$ cat config.mk
export PLATFORM = sky130hd
export DESIGN_NAME = alu_md_unit_flat
export DESIGN_NICKNAME = d
export VERILOG_FILES = /design/src/rtl/alu_md_if.sv /design/src/rtl/alu_md_unit.sv /design/src/flat_wrapper.sv
export SDC_FILE = /design/constraint.sdc
export NUM_CORES = 2
export LEC_CHECK = 0
export CAP_MARGIN = 20
export CELL_PAD_IN_SITES_DETAIL_PLACEMENT = 0
export CELL_PAD_IN_SITES_GLOBAL_PLACEMENT = 1
export CORE_AREA = 10 10 354 185
export CTS_BUF_LIST = sky130_fd_sc_hd__clkbuf_16
export DETAILED_ROUTE_END_ITERATION = 8
export DIE_AREA = 0 0 364 195
export PLACE_DENSITY_LB_ADDON = 0.1
export SYNTH_ARGS = -nofsm -noshare
export SYNTH_HDL_FRONTEND = slang
export SYNTH_SLANG_ARGS = --single-unit
$ cat constraint.sdc
create_clock -name clk -period 23.3 [get_ports clk]
set_clock_uncertainty 0.2 [all_clocks]
set_input_delay 3.495 -clock clk [delete_from_list [all_inputs] [get_ports clk]]
set_output_delay 3.495 -clock clk [all_outputs]
set_load 0.01 [all_outputs]
$ cat src/rtl/alu_md_if.sv
// Request/response bundle between the EX-stage sequencer and alu_md_unit.
interface alu_md_if #(
  parameter int unsigned WIDTH = 32
);
  logic             in_valid;
  logic             in_ready;
  logic             flush;
  logic [4:0]       alu_op;
  logic             sign;
  logic [WIDTH-1:0] in1;
  logic [WIDTH-1:0] in2;
  logic             out_valid;
  logic [WIDTH-1:0] result;
  logic             zero;
  logic             ovf;
  logic [WIDTH-1:0] hi;
  logic [WIDTH-1:0] lo;

  modport master (
    output in_valid, flush, alu_op, sign, in1, in2,
    input  in_ready, out_valid, result, zero, ovf, hi, lo
  );

  modport slave (
    input  in_valid, flush, alu_op, sign, in1, in2,
    output in_ready, out_valid, result, zero, ovf, hi, lo
  );
endinterface

$ cat src/rtl/alu_md_unit.sv
// Registered integer ALU with iterative shift-add multiply, restoring divide and HI/LO registers.
// Single-cycle ops complete in one edge; MULT/DIV take WIDTH+1 edges.
module alu_md_unit #(
  parameter int unsigned WIDTH = 32,
  parameter int unsigned SHW   = $clog2(WIDTH)
) (
  input logic   clk,
  input logic   reset,
  alu_md_if.slave bus
);
  localparam int unsigned Msb  = WIDTH - 1;
  localparam int unsigned CntW = $clog2(WIDTH);

  localparam logic [4:0] OpAdd  = 5'd0,  OpSub  = 5'd1,  OpAnd  = 5'd2,  OpOr   = 5'd3;
  localparam logic [4:0] OpXor  = 5'd4,  OpNor  = 5'd5,  OpSll  = 5'd6,  OpSrl  = 5'd7;
  localparam logic [4:0] OpSra  = 5'd8,  OpSlt  = 5'd9,  OpNeq  = 5'd10, OpLui  = 5'd11;
  localparam logic [4:0] OpMult = 5'd12, OpDiv  = 5'd13, OpMfhi = 5'd14, OpMflo = 5'd15;
  localparam logic [4:0] OpMthi = 5'd16, OpMtlo = 5'd17;

  typedef enum logic [1:0] {StIdle, StMul, StDiv, StFix} state_e;

  state_e            state_q, state_d;
  logic [CntW-1:0]   cnt_q, cnt_d;
  logic [WIDTH-1:0]  hi_q, hi_d, lo_q, lo_d, res_q, res_d;
  logic              zero_q, zero_d, ovf_q, ovf_d, oval_q, oval_d;
  // ph/pl: running {high,low} product, or {remainder,dividend/quotient} when dividing
  logic [WIDTH-1:0]  ph_q, ph_d, pl_q, pl_d, a_q, a_d, x_q, x_d;
  logic              qn_q, qn_d, rn_q, rn_d, dz_q, dz_d, isdiv_q, isdiv_d;

  logic [WIDTH-1:0]  in1, in2, sum, diff, sc_res, a_mag, b_mag;
  logic [SHW-1:0]    shamt;
  logic              sc_ovf, accept, a_neg, b_neg, slt_bit;
  logic [WIDTH:0]    mul_sum, div_rs, div_diff;
  logic [2*WIDTH-1:0] prod, prod_fix;

  assign in1   = bus.in1;
  assign in2   = bus.in2;
  assign shamt = in2[SHW-1:0];
  assign sum   = in1 + in2;
  assign diff  = in1 - in2;
  assign a_neg = bus.sign & in1[Msb];
  assign b_neg = bus.sign & in2[Msb];
  assign a_mag = a_neg ? -in1 : in1;
  assign b_mag = b_neg ? -in2 : in2;
  assign slt_bit = bus.sign ? ($signed(in1) < $signed(in2)) : (in1 < in2);

  assign bus.in_ready  = (state_q == StIdle) & ~reset;
  assign accept        = bus.in_valid & bus.in_ready & ~bus.flush;
  assign bus.out_valid = oval_q;
  assign bus.result    = res_q;
  assign bus.zero      = zero_q;
  assign bus.ovf       = ovf_q;
  assign bus.hi        = hi_q;
  assign bus.lo        = lo_q;

  always_comb begin
    sc_res = '0;
    sc_ovf = 1'b0;
    case (bus.alu_op)
      OpAdd: begin
        sc_res = sum;
        sc_ovf = bus.sign & (in1[Msb] == in2[Msb]) & (sum[Msb] != in1[Msb]);
      end
      OpSub: begin
        sc_res = diff;
        sc_ovf = bus.sign & (in1[Msb] != in2[Msb]) & (diff[Msb] != in1[Msb]);
      end
      OpAnd:  sc_res = in1 & in2;
      OpOr:   sc_res = in1 | in2;
      OpXor:  sc_res = in1 ^ in2;
      OpNor:  sc_res = ~(in1 | in2);
      OpSll:  sc_res = in1 << shamt;
      OpSrl:  sc_res = in1 >> shamt;
      OpSra:  sc_res = $unsigned($signed(in1) >>> shamt);
      OpSlt:  sc_res = {{(WIDTH-1){1'b0}}, slt_bit};
      OpNeq:  sc_res = {{(WIDTH-1){1'b0}}, (in1 != in2)};
      OpLui:  sc_res = in2 << (WIDTH / 2);
      OpMfhi: sc_res = hi_q;
      OpMflo: sc_res = lo_q;
      OpMthi, OpMtlo: sc_res = in1;
      default: sc_res = '0;
    endcase
  end

  assign mul_sum  = {1'b0, ph_q} + (pl_q[0] ? {1'b0, a_q} : {(WIDTH+1){1'b0}});
  assign div_rs   = {ph_q, pl_q[Msb]};
  assign div_diff = div_rs - {1'b0, a_q};
  assign prod     = {ph_q, pl_q};
  assign prod_fix = qn_q ? -prod : prod;

  always_comb begin
    state_d = state_q; cnt_d = cnt_q;
    hi_d = hi_q; lo_d = lo_q; res_d = res_q;
    zero_d = zero_q; ovf_d = ovf_q; oval_d = 1'b0;
    ph_d = ph_q; pl_d = pl_q; a_d = a_q; x_d = x_q;
    qn_d = qn_q; rn_d = rn_q; dz_d = dz_q; isdiv_d = isdiv_q;
    unique case (state_q)
      StIdle: begin
        if (accept) begin
          if (bus.alu_op == OpMult || bus.alu_op == OpDiv) begin
            isdiv_d = (bus.alu_op == OpDiv);
            state_d = isdiv_d ? StDiv : StMul;
            cnt_d   = '0;
            ph_d    = '0;
            // MUL: a=multiplicand, pl=multiplier; DIV: a=divisor, pl=dividend
            a_d     = isdiv_d ? b_mag : a_mag;
            pl_d    = isdiv_d ? a_mag : b_mag;
            x_d     = in1;
            qn_d    = a_neg ^ b_neg;
            rn_d    = a_neg;
            dz_d    = (in2 == '0);
          end else begin
            res_d  = sc_res;
            zero_d = (sc_res == '0);
            ovf_d  = sc_ovf;
            oval_d = 1'b1;
            if (bus.alu_op == OpMthi) hi_d = in1;
            if (bus.alu_op == OpMtlo) lo_d = in1;
          end
        end
      end
      StMul, StDiv: begin
        if (bus.flush) begin
          state_d = StIdle;
          cnt_d   = '0;
        end else begin
          if (state_q == StMul) begin
            ph_d = mul_sum[WIDTH:1];
            pl_d = {mul_sum[0], pl_q[Msb:1]};
          end else if (div_rs >= {1'b0, a_q}) begin
            ph_d = div_diff[Msb:0];
            pl_d = {pl_q[Msb-1:0], 1'b1};
          end else begin
            ph_d = div_rs[Msb:0];
            pl_d = {pl_q[Msb-1:0], 1'b0};
          end
          cnt_d = cnt_q + 1'b1;
          if (cnt_q == CntW'(WIDTH - 1)) begin
            state_d = StFix;
            cnt_d   = '0;
          end
        end
      end
      StFix: begin
        state_d = StIdle;
        if (!bus.flush) begin
          if (!isdiv_q) begin
            hi_d = prod_fix[2*WIDTH-1:WIDTH];
            lo_d = prod_fix[Msb:0];
          end else if (dz_q) begin
            hi_d = x_q;
            lo_d = '1;
          end else begin
            hi_d = rn_q ? -ph_q : ph_q;
            lo_d = qn_q ? -pl_q : pl_q;
          end
          res_d  = lo_d;
          zero_d = (lo_d == '0);
          ovf_d  = 1'b0;
          oval_d = 1'b1;
        end
      end
      default: state_d = StIdle;
    endcase
  end

  always_ff @(posedge clk or posedge reset) begin
    if (reset) begin
      state_q <= StIdle; cnt_q <= '0;
      hi_q <= '0; lo_q <= '0; res_q <= '0;
      zero_q <= 1'b1; ovf_q <= 1'b0; oval_q <= 1'b0;
      ph_q <= '0; pl_q <= '0; a_q <= '0; x_q <= '0;
      qn_q <= 1'b0; rn_q <= 1'b0; dz_q <= 1'b0; isdiv_q <= 1'b0;
    end else begin
      state_q <= state_d; cnt_q <= cnt_d;
      hi_q <= hi_d; lo_q <= lo_d; res_q <= res_d;
      zero_q <= zero_d; ovf_q <= ovf_d; oval_q <= oval_d;
      ph_q <= ph_d; pl_q <= pl_d; a_q <= a_d; x_q <= x_d;
      qn_q <= qn_d; rn_q <= rn_d; dz_q <= dz_d; isdiv_q <= isdiv_d;
    end
  end
endmodule

$ cat src/flat_wrapper.sv
// flat-port wrapper written by rule: the top's interface ports become plain ports
module alu_md_unit_flat 
#(
  parameter int unsigned WIDTH = 32,
  parameter int unsigned SHW   = $clog2(WIDTH)
)
  (clk, reset, bus_in_valid, bus_flush, bus_alu_op, bus_sign, bus_in1, bus_in2, bus_in_ready, bus_out_valid, bus_result, bus_zero, bus_ovf, bus_hi, bus_lo);
  alu_md_if #(.WIDTH(WIDTH)) bus_i ();
  input logic clk;
  input logic reset;
  input wire logic [$bits(bus_i.in_valid)-1:0] bus_in_valid;
  input wire logic [$bits(bus_i.flush)-1:0] bus_flush;
  input wire logic [$bits(bus_i.alu_op)-1:0] bus_alu_op;
  input wire logic [$bits(bus_i.sign)-1:0] bus_sign;
  input wire logic [$bits(bus_i.in1)-1:0] bus_in1;
  input wire logic [$bits(bus_i.in2)-1:0] bus_in2;
  output wire logic [$bits(bus_i.in_ready)-1:0] bus_in_ready;
  output wire logic [$bits(bus_i.out_valid)-1:0] bus_out_valid;
  output wire logic [$bits(bus_i.result)-1:0] bus_result;
  output wire logic [$bits(bus_i.zero)-1:0] bus_zero;
  output wire logic [$bits(bus_i.ovf)-1:0] bus_ovf;
  output wire logic [$bits(bus_i.hi)-1:0] bus_hi;
  output wire logic [$bits(bus_i.lo)-1:0] bus_lo;
  assign bus_i.in_valid = bus_in_valid;
  assign bus_i.flush = bus_flush;
  assign bus_i.alu_op = bus_alu_op;
  assign bus_i.sign = bus_sign;
  assign bus_i.in1 = bus_in1;
  assign bus_i.in2 = bus_in2;
  assign bus_in_ready = bus_i.in_ready;
  assign bus_out_valid = bus_i.out_valid;
  assign bus_result = bus_i.result;
  assign bus_zero = bus_i.zero;
  assign bus_ovf = bus_i.ovf;
  assign bus_hi = bus_i.hi;
  assign bus_lo = bus_i.lo;
  alu_md_unit #(.WIDTH(WIDTH), .SHW(SHW)) u_core (.clk(clk), .reset(reset), .bus(bus_i));
endmodule
==> key figures <==
Floorplan
  – Die W: about 360 um
  – Core Area: 59820 um^2
  – Die boundary height: 195 um
  – IO Count: 174
  – Die ar.: 70980 um^2
  – # rows: 64
  – Initial Utilization: 48.12%

Synth
  – Sequential cell area fraction in the yosys report: 20.69%
  – Gate count of the mapped netlist: 3901
  – Post-synth EDFFs: 0
  – YS warnings: 0
  – Synth Cell Area: 28790 um^2
  – FF+latch count, synth: around 240
  – Syn Nets: 4157
  – Asr flop ratio synth: 100.0%
  – Syn avg cell area: 7.379 um^2
  – Synth Flop Type: dfrtp_1
  – Netlist cell types: 103

Finish
  – Layout fillers: 5715
  – Finished Cell Area: 32250 um^2
  – Commonest non-fill, non-tap cell in the layout: nand2_1
  – Most frequent cells in the layout: nand2_1 (473), o21ai_0 (379), nor2_1 (347)
  – Nets@finish: 4168
  – P&R area growth vs syn: 12.05%
  – Post-layout util: between 50% and 60%
  – Share of cells above drive strength 1: under 10%

Setup path
  – Kind of cell adding the most delay to the critical path: simple AND/OR/NAND/NOR gates
  – CP required: 23.65 ns
  – CP max stage cell: clkdlybuf4s50_1
  – Startpoint types: input pin
  – Worst-path fanout max: 8
  – Worst Path Buf+Inv: 2
  – Crit path DAT: around 10 ns
  – Endpoint type of the worst setup path: flip-flop
  – Chain of cells forming the critical path: clkdlybuf4s50_1, inv_1, ha_1, or4_1, o211ai_1, o21bai_1, a21oi_1, o221ai_1, a21oi_1, nand4_1, nor4_1, and4b_1, nor4bb_1, a31o_1
  – Crit path top cell by count: a21oi_1
  – CP peak stage delay: 1.09 ns
  – Crit Path Category: in2reg

CTS
  – Post-cts sizing count: 0
  – CTS Buf Count: 27
  – Cts hold-fix bufs: 0
  – Clock root buffer: clkbuf_16
  – TritonCTS clock tree: built
  – # clock sinks: 238
  – Post-CTS setup buffer count: 0
  – Clock Latency Late Sink: 0.63 ns
  – H-tree levels: 1
  – Clk slew on worst S/H paths: about 0.07 ns
  – CTS max path bufs: 3

Power
  – Clock share of power: 14.6%
  – Maximum VDD drop: 0.1062 mV
  – Pint: ~1.6 mW
  – Seq pwr share: between 20% and 30%
  – Power Density: 105.1 nW/um^2
  – Switching Share: 53.51%
  – Leakage: 13.47 nW
  – Switching Power: 1.814 mW
  – Gate power share: about three fifths

Job
  – MaxCap Viol Count: 0

Routing
  – Routed vias/inst: 7.564
  – DRT Pass-1 Iters: 8
  – Post-route ant nets: 0
  – Total Wirelength: 171100 um
  – Wire length per cell: 36.13 um
  – Residual DRC: 0
  – Total number of vias: 35824
  – Iteration-0 DRC Markers: 7376

Placed design
  – IO Port Bufs: 173
  – Routability cong.: ~1.2
  – Placed Area: 31260 um^2
  – HPWL after DPL: 131000 um

Timing
  – Slew HR: 6.770%
  – FMAX: 99.89 MHz
  – Final Hold Fails: 0
  – Tmin final: 10.01 ns
  – Setup_tns: 0 ns
  – Slew @ Worst Pin: around 1.4 ns
  – RSZ-0062 raised after global routing: false
  – Slew Viols, Final: 0
  – Hold Slack: 0.2866 ns
  – Final Cycle Share: around 43%
  – Setup violations, final: 0

GRT
  – First-pass GRT wire length: 238700 um
  – Initial antenna violation count: 18
  – Vias in the first global route: 31991
  – Largest net degree at the start of global routing: 142
  – Total track usage: 45.58%
  – Grt ovf: 0

Run status
  – Outcome: complete, no violations

Min path
  – Worst hold path class: reg2reg
[power groups by stage]
stage	sequential, mW	clock (mW)	combinational, mW
2_1_floorplan	0.711	0	1.23
3_3_place_gp	0.803	0	1.90
3_5_place_dp	0.809	0	1.94
4_1_cts	0.803	0.489	1.95
5_1_grt	0.832	0.505	2.18
6_report	0.832	0.494	2.06
[cells in the mapped netlist, drive strengths merged, types with 39 or more instances]
| cell | count | area [um^2] |
|---|---|---|
| dfrtp | 237 | 5931 |
| nor2 | 353 | 1325 |
| o21ai | 387 | 1944 |
| inv | 173 | 649.4 |
| o31ai | 39 | 292.8 |
| o22ai | 42 | 262.8 |
| a21oi | 318 | 1592 |
| nand2 | 476 | 1787 |
| mux2 | 65 | 735.7 |
| a22oi | 77 | 578.1 |
| ha | 178 | 2227 |
| nor3 | 96 | 480.5 |
| mux2i | 78 | 784.5 |
| clkbuf | 242 | 908.4 |
| xnor2 | 112 | 980.9 |
| a21o | 54 | 405.4 |
| nor4 | 53 | 337.8 |
| a211oi | 75 | 568.0 |
| nand3 | 59 | 295.3 |
| buf | 64 | 344.1 |
[worst paths after layout]
check,startpoint,to,slack (ns),depth (start not counted)
worst max register to register,u_core.state_q[1]$_DFFE_PP0P_,u_core.bus.zero$_DFFE_PP1P_,17.19,15
max in group asynchronous,reset,u_core.x_q[7]$_DFFE_PP0P_,18.18,3
worst min register to register,u_core.x_q[9]$_DFFE_PP0P_,u_core.x_q[9]$_DFFE_PP0P_,0.29,2
min in group asynchronous,reset,u_core.bus.lo[2]$_DFFE_PP0P_,3.25,2
worst min-delay path,u_core.x_q[9]$_DFFE_PP0P_,u_core.x_q[9]$_DFFE_PP0P_,0.29,2
worst max-delay path,bus_in2[6],u_core.bus.zero$_DFFE_PP1P_,13.29,14
[through the flow]
| stage | std cells | setup slack, ns | power [mW] |
|---|---|---|---|
| 6_report | 4736 | 13.29 | 3.389 |
| 5_1_grt | 4728 | 13.79 | 3.512 |
| 4_1_cts | 4722 | 14.11 | 3.247 |
| 3_5_place_dp | 4673 | 13.52 | 2.753 |
| 3_3_place_gp | 4667 | 13.00 | 2.698 |
| 2_1_floorplan | 3901 | 13.08 | 1.939 |
[layer usage]
layer,vias up,global-route usage [%],routed length [um]
li1,14394,-,-
met1,17120,61.43,66590
met2,3602,53.87,58050
met3,671,30.38,35950
met4,37,18.81,9771
met5,-,4.899,736
[logic make-up after synthesis]
group	synth area share, %
compound gates	30.98
xor+xnor	4.564
fa+ha+maj	8.015
buf+inv	6.672
flops	20.69
mux	8.176
simple gates	20.90
[area by class of cell]
| class | instances | area, um^2 | area share, % |
|---|---|---|---|
| Clock inverter | 22 | 255.2 | 0.7914 |
| Inverter | 178 | 675.6 | 2.095 |
| Timing Repair Buffer | 288 | 2654 | 8.228 |
| Multi-Input combinational cell | 3179 | 21020 | 65.16 |
| Antenna cell | 12 | 30.03 | 0.09310 |
| Tap cell | 792 | 991.0 | 3.072 |
| Clock buffer | 27 | 675.6 | 2.095 |
| Sequential cell | 238 | 5957 | 18.47 |
[flip-flops by register name, indices dropped and copies added (netlist names)]
| register | flops |
|---|---|
| u_core.bus.hi | 32 |
| u_core.state_q | 2 |
| u_core.cnt_q | 5 |
| u_core.bus.lo | 32 |
| u_core.bus.out_valid | 1 |
| u_core.rn_q | 1 |
| u_core.x_q | 32 |
| u_core.bus.ovf | 1 |
| u_core.bus.result | 32 |
| u_core.dz_q | 1 |
| u_core.isdiv_q | 1 |
| u_core.qn_q | 1 |
| u_core.ph_q | 32 |
| u_core.a_q | 32 |
| u_core.pl_q | 32 |
| u_core.bus.zero | 1 |
[worst register-to-register path: cells and delay by family, from the launching register on]
| kind | cells | cell delay [ns] |
|---|---|---|
| and+or+nand+nor | 7 | 3.35 |
| buffers and inverters | 3 | 0.72 |
| adders and majority gates | 1 | 0.36 |
| AOI/OAI and AO/OA | 4 | 0.99 |
| DFF | 1 | 0.43 |
(Power assumes the default switching activity.)
